===== src/rtl/tetris_input_scheduler.sv =====
// Collects key pulses and gravity ticks into pending requests and offers them
// one at a time to the game engine over a valid/ready handshake.
module tetris_input_scheduler #(
    parameter int GRAV_BASE = 25_000_000,
    parameter int GRAV_STEP = 2_000_000,
    parameter int GRAV_MIN  = 2_500_000
) (
    input  logic       clk,
    input  logic       rst_n,
    input  logic       enable,
    input  logic [3:0] level,
    input  logic       key_left,
    input  logic       key_right,
    input  logic       key_rot,
    input  logic       key_down,
    output logic       cmd_valid,
    output logic [2:0] cmd,
    input  logic       cmd_ready,
    output logic       drop_err
);

    localparam int PMAX = (GRAV_BASE > GRAV_MIN) ? GRAV_BASE : GRAV_MIN;
    localparam int PER0 = (GRAV_BASE < GRAV_MIN) ? GRAV_MIN : GRAV_BASE;
    localparam int CW   = $clog2(PMAX + 1);

    typedef enum logic {IDLE = 1'b0, ISSUE = 1'b1} state_t;

    state_t            state_q, state_d;
    logic [4:0]        pend_q, pend_d;
    logic [1:0]        rr_q, rr_d;
    logic [2:0]        cmd_q, cmd_d;
    logic              drop_err_q, drop_err_d;
    logic [CW-1:0]     cnt_q, cnt_d;
    logic [CW-1:0]     period_q, period_d;
    logic [CW-1:0]     period_calc;
    logic signed [63:0] per_raw;
    logic              accept;
    logic              grav_fire;
    logic [4:0]        req;
    logic [4:0]        clr;
    logic [2:0]        grant;
    logic [1:0]        rr_idx;

    assign accept = (state_q == ISSUE) && cmd_ready;

    // 64-bit signed so a large level*step goes negative instead of wrapping.
    always_comb begin
        per_raw = longint'(GRAV_BASE) - longint'(level) * longint'(GRAV_STEP);
        if (per_raw < longint'(GRAV_MIN))
            period_calc = CW'(GRAV_MIN);
        else
            period_calc = CW'(per_raw);
    end

    always_comb begin
        cnt_d     = cnt_q + CW'(1);
        period_d  = period_q;
        grav_fire = 1'b0;
        if (!enable) begin
            cnt_d    = '0;
            period_d = period_calc;
        end else if (cnt_q == period_q - CW'(1)) begin
            cnt_d     = '0;
            period_d  = period_calc;
            grav_fire = 1'b1;
        end else if (accept && cmd_q == 3'd4) begin
            cnt_d    = '0;
            period_d = period_calc;
        end
    end

    // A request on a bit being cleared this cycle re-arms it rather than dropping.
    always_comb begin
        req = {grav_fire, key_down, key_rot, key_right, key_left} & {5{enable}};
        clr = '0;
        if (accept)
            clr[cmd_q - 3'd1] = 1'b1;
        drop_err_d = drop_err_q | (|(req & pend_q & ~clr));
        pend_d     = enable ? ((pend_q & ~clr) | req) : '0;
    end

    // Gravity wins outright; keys scan from rr_q, lowest offset wins.
    always_comb begin
        grant  = 3'd0;
        rr_idx = rr_q;
        if (pend_q[4]) begin
            grant = 3'd5;
        end else begin
            for (int k = 3; k >= 0; k--) begin
                rr_idx = rr_q + 2'(k);
                if (pend_q[{1'b0, rr_idx}])
                    grant = {1'b0, rr_idx} + 3'd1;
            end
        end
    end

    // Key code c belongs to source c-1, so the next source is c mod 4.
    always_comb begin
        rr_d = rr_q;
        if (accept && cmd_q != 3'd5)
            rr_d = cmd_q[1:0];
    end

    always_ff @(posedge clk or negedge rst_n) begin
        if (!rst_n)
            state_q <= IDLE;
        else
            state_q <= state_d;
    end

    always_comb begin
        state_d = state_q;
        cmd_d   = cmd_q;
        case (state_q)
            IDLE: begin
                if (enable && (|pend_q)) begin
                    state_d = ISSUE;
                    cmd_d   = grant;
                end
            end
            ISSUE: begin
                if (cmd_ready) begin
                    state_d = IDLE;
                    cmd_d   = 3'd0;
                end
            end
            default: begin
                state_d = IDLE;
                cmd_d   = 3'd0;
            end
        endcase
    end

    always_comb begin
        cmd_valid = (state_q == ISSUE);
        cmd       = cmd_q;
        drop_err  = drop_err_q;
    end

    always_ff @(posedge clk or negedge rst_n) begin
        if (!rst_n) begin
            pend_q     <= '0;
            rr_q       <= 2'd0;
            cmd_q      <= 3'd0;
            drop_err_q <= 1'b0;
            cnt_q      <= '0;
            period_q   <= CW'(PER0);
        end else begin
            pend_q     <= pend_d;
            rr_q       <= rr_d;
            cmd_q      <= cmd_d;
            drop_err_q <= drop_err_d;
            cnt_q      <= cnt_d;
            period_q   <= period_d;
        end
    end

endmodule


===== config.mk =====
export PLATFORM = sky130hd
export DESIGN_NAME = tetris_input_scheduler
export DESIGN_NICKNAME = d
export VERILOG_FILES = /design/src/rtl/tetris_input_scheduler.sv
export SDC_FILE = /design/constraint.sdc
export NUM_CORES = 1
export LEC_CHECK = 0
export ABC_CLOCK_PERIOD_IN_PS = 2810
export CAP_MARGIN = 20
export CORE_ASPECT_RATIO = 1.25
export CORE_MARGIN = 2
export CORE_UTILIZATION = 50
export CTS_BUF_LIST = sky130_fd_sc_hd__clkbuf_8
export CTS_CLUSTER_DIAMETER = 40
export DETAILED_ROUTE_END_ITERATION = 6
export GPL_ROUTABILITY_DRIVEN = 0
export GPL_TIMING_DRIVEN = 0
export PLACE_DENSITY = 0.78
export SYNTH_ARGS = -nofsm -noshare
export SYNTH_HDL_FRONTEND = slang
export SYNTH_SLANG_ARGS = --single-unit

===== constraint.sdc =====
create_clock -name clk -period 2.81 [get_ports clk]
set_input_delay 0.4215 -clock clk [delete_from_list [all_inputs] [get_ports clk]]
set_output_delay 0.4215 -clock clk [all_outputs]
set_load 0.01 [all_outputs]

==> impl_metrics.json <==
{
  "cts_tree": "yes",
  "fin_util_pct": 67.40,
  "io_pins": 17,
  "seqPwrFrac_pct": 36.0,
  "htreeDepth": 2,
  "start_kind": "flip-flop",
  "die_x_um": 87.01,
  "setup_violations": 46,
  "diodes": 0,
  "grt_first_pass_wirelength_um": 17960,
  "syn_avg_cell_area_um2": 8.953,
  "final.min_clock_period_ns": 3.023,
  "tns_ns": -6.451,
  "ant_nets": 0,
  "switching_share_pct": 39.31,
  "synth_area_leaders": "dfrtp_1 26%, ha_1 8.4%, xnor2_1 7.7%",
  "drv_slew": 0,
  "vias_per_cell": 6.111,
  "cts.sinks": 56,
  "rsz0062_at_grt": "yes",
  "busiest_layer": "met2",
  "critPathMaxFanout": 6,
  "die_h_um": 107.8,
  "cts_hold_buf": 0,
  "grt.overflow.total": 0,
  "port_buffers": 15,
  "gr-usage-met2_pct": 43.89,
  "intPower_w": 0.001909,
  "dp_hpwl_um": 7435,
  "synthFlopType": "dfrtp_1",
  "cp.required_ns": 3.06,
  "slew_headroom_pct": 48.91,
  "drtIter0Drc": 315,
  "synth_edf_count": 0,
  "yosysTopAreaCell": "dfrtp_1",
  "rows": 37,
  "yosysTopAreaCellShare_pct": 26.15,
  "pwr-share-comb_pct": 45.9,
  "vias": 3862,
  "clk_latency_ns": 0.32,
  "drc": 0,
  "crit_arrival_ns": 3.28,
  "hold_viol": 0,
  "violations": "setup timing",
  "netlist_area_um2": 4307,
  "cts_buffers": 5,
  "die_area_um2": 9376,
  "nFillCells": 575,
  "yosys_warnings": 0,
  "synth_seq_cells": 56,
  "grt_pass1_vias": 3856,
  "irDropWorstVdd_v": 0.0003376,
  "skew_ns": 0.008313,
  "routed_wirelength_um": 12050,
  "firstDrtPassIters": 5,
  "syn_nets": 527,
  "antenna_found_initial": 0,
  "synth-seq-area-share_pct": 32.86,
  "wl_per_cell_um": 19.06,
  "cts_buffer_depth": 2,
  "clkPwrFrac_pct": 18.0,
  "timing.fmax_mhz": 330.8,
  "drv_cap": 0,
  "coreArea_um2": 8287,
  "grt_use_met3_pct": 3.374,
  "powerDensity_nw_per_um2": 563.2,
  "min_path_type": "in2async",
  "use_met1_pct": 26.50,
  "synth.distinct_cells": 58,
  "path_clk_slew_ns": 0.10,
  "power_w": 0.003146,
  "fin_crit_sh_pct": 107.6,
  "place_ws_ns": -1.106,
  "worst_slew_pin_slew_ns": 0.7544,
  "critical_path_class": "reg2reg",
  "start_util_pct": 51.97,
  "yosys.cell_count.top_type": "nor2_1",
  "status": "complete, but fails checks",
  "worst_setup_path_end_kind": "flip-flop",
  "fin_nets": 580,
  "area_delta_synth_final_pct": 29.69,
  "grt.total_usage_pct": 24.21,
  "drive_gt1_share_pct": 29.72,
  "p_switching_w": 0.001237,
  "synth_common_cells": "52 x nor2_1, 45 x dfrtp_1, 38 x xnor2_1",
  "synthArstFlopShare_pct": 100.0,
  "netlist_instances": 481,
  "grt_max_degree": 41,
  "root_buffer": "clkbuf_8",
  "fin_ws_ns": -0.2132,
  "whs_ns": 0.02322,
  "power.leakage_nw": 2.295
}
-- metrics by stage --
step / cell area [um2] / cells
4_1_cts: 5290 / 622
3_3_place_gp: 4658 / 593
5_1_grt: 5585 / 632
3_5_place_dp: 4673 / 594
2_1_floorplan: 4387 / 481
6_report: 5585 / 632
-- cell type report --
cell class | count | area (um2) | area share, %
inverter | 24 | 90.09 | 1.613
buffer | 17 | 145.1 | 2.599
clock buffer | 6 | 82.58 | 1.478
sequential | 56 | 1420 | 25.43
clock inverter | 2 | 38.79 | 0.6944
timing repair buffer | 50 | 541.8 | 9.700
multi-input combinational | 380 | 3146 | 56.32
tap | 97 | 121.4 | 2.173
-- critical path, cell delays in order, from the launching register on --
cell      delay, ns
dfstp_2        0.41
inv_2          0.10
ha_4           0.14
or4b_4         0.52
nor4_4         0.32
xnor2_1        0.16
nand4_1        0.11
nor4_2         0.38
nand3_2        0.19
buf_6          0.19
a211oi_1       0.33
a21oi_1        0.08
-- routing by layer --
| layer | vias up | wire length, um |
|---|---|---|
| li1 | 1786 | - |
| met1 | 1884 | 4391 |
| met2 | 134 | 6527 |
| met3 | 58 | 463 |
| met4 | 0 | 665 |
| met5 | - | 0 |
-- state kept, by name (all words and copies together) (netlist names) --
signal	flops
period_q	19
rr_q	2
cmd_valid	1
cmd	3
pend_q	5
cnt_q	25
drop_err	1
-- path summary, 6_finish.rpt --
| path | startpoint | to | slack [ns] | cells past startpoint |
|---|---|---|---|---|
| worst max-delay path | period_q[14] | period_q[21] | -0.21 | 11 |
| worst min register to register | drop_err | drop_err | 0.47 | 1 |
| max in group asynchronous | rst_n | period_q[19] | 2.18 | 2 |
| min in group clk | enable | pend_q[0] | 0.47 | 2 |
| worst min-delay path | rst_n | cnt_q[16] | 0.02 | 1 |
| worst max register to register | period_q[14] | period_q[21] | -0.21 | 11 |
-- power by group through the flow --
stage / logic [W] / clock network, W / registers (W)
2_1_floorplan: 0.000892 / 0 / 0.00108
3_3_place_gp: 0.00112 / 0 / 0.00112
3_5_place_dp: 0.00116 / 0 / 0.00113
4_1_cts: 0.00130 / 0.000567 / 0.00111
5_1_grt: 0.00157 / 0.000602 / 0.00115
6_report: 0.00145 / 0.000567 / 0.00113
-- placed cells by master (no fill, tap or decap), types with 4 or more instances in the layout --
cell type        synthesis  final
a21oi_1                 12      9
and3_1                  10      9
buf_12                   0      8
buf_4                    0     21
buf_6                    2     10
clkbuf_1                11      7
clkbuf_8                 0      7
clkdlybuf4s50_1          0     10
dfrtp_1                 45     41
dfrtp_2                  0      4
dfstp_2                 11     11
fa_1                     5      4
ha_1                    29     26
inv_1                   24     21
mux2i_1                  5      5
nand2_1                 33     32
nand3_1                 30     19
nand3_2                  0     11
nand3b_1                 7      7
nand4_1                 10     10
nor2_1                  52     30
nor2_2                   0     13
nor2_4                   0      9
nor2b_1                 10      9
nor3_1                  11      7
o21a_1                   6      6
o21ai_0                 20     13
o31a_1                   5      5
o31ai_1                  8      5
or3_1                    5      4
xnor2_1                 38     36
xor2_1                  26     26
-- cell families after synthesis --
kind of cell | count (synthesis) | synth area share [%]
and+or+nand+nor | 194 | 23.07
AOI/OAI and AO/OA | 77 | 12.35
xor gates and xnor gates | 64 | 13.02
DFF | 56 | 32.86
buffers and inverters | 45 | 4.445
adders and majority gates | 34 | 10.75
muxes | 11 | 3.515
-- timing repair --
| item | in CTS | in global routing |
|---|---|---|
| pin swaps | 30 | 25 |
| setup buffers | 20 | 13 |
| gates resized for setup | 87 | 58 |
| setup endpoints to repair | 46 | 47 |
| cloned | 3 | 0 |
(Power assumes the default switching activity.)
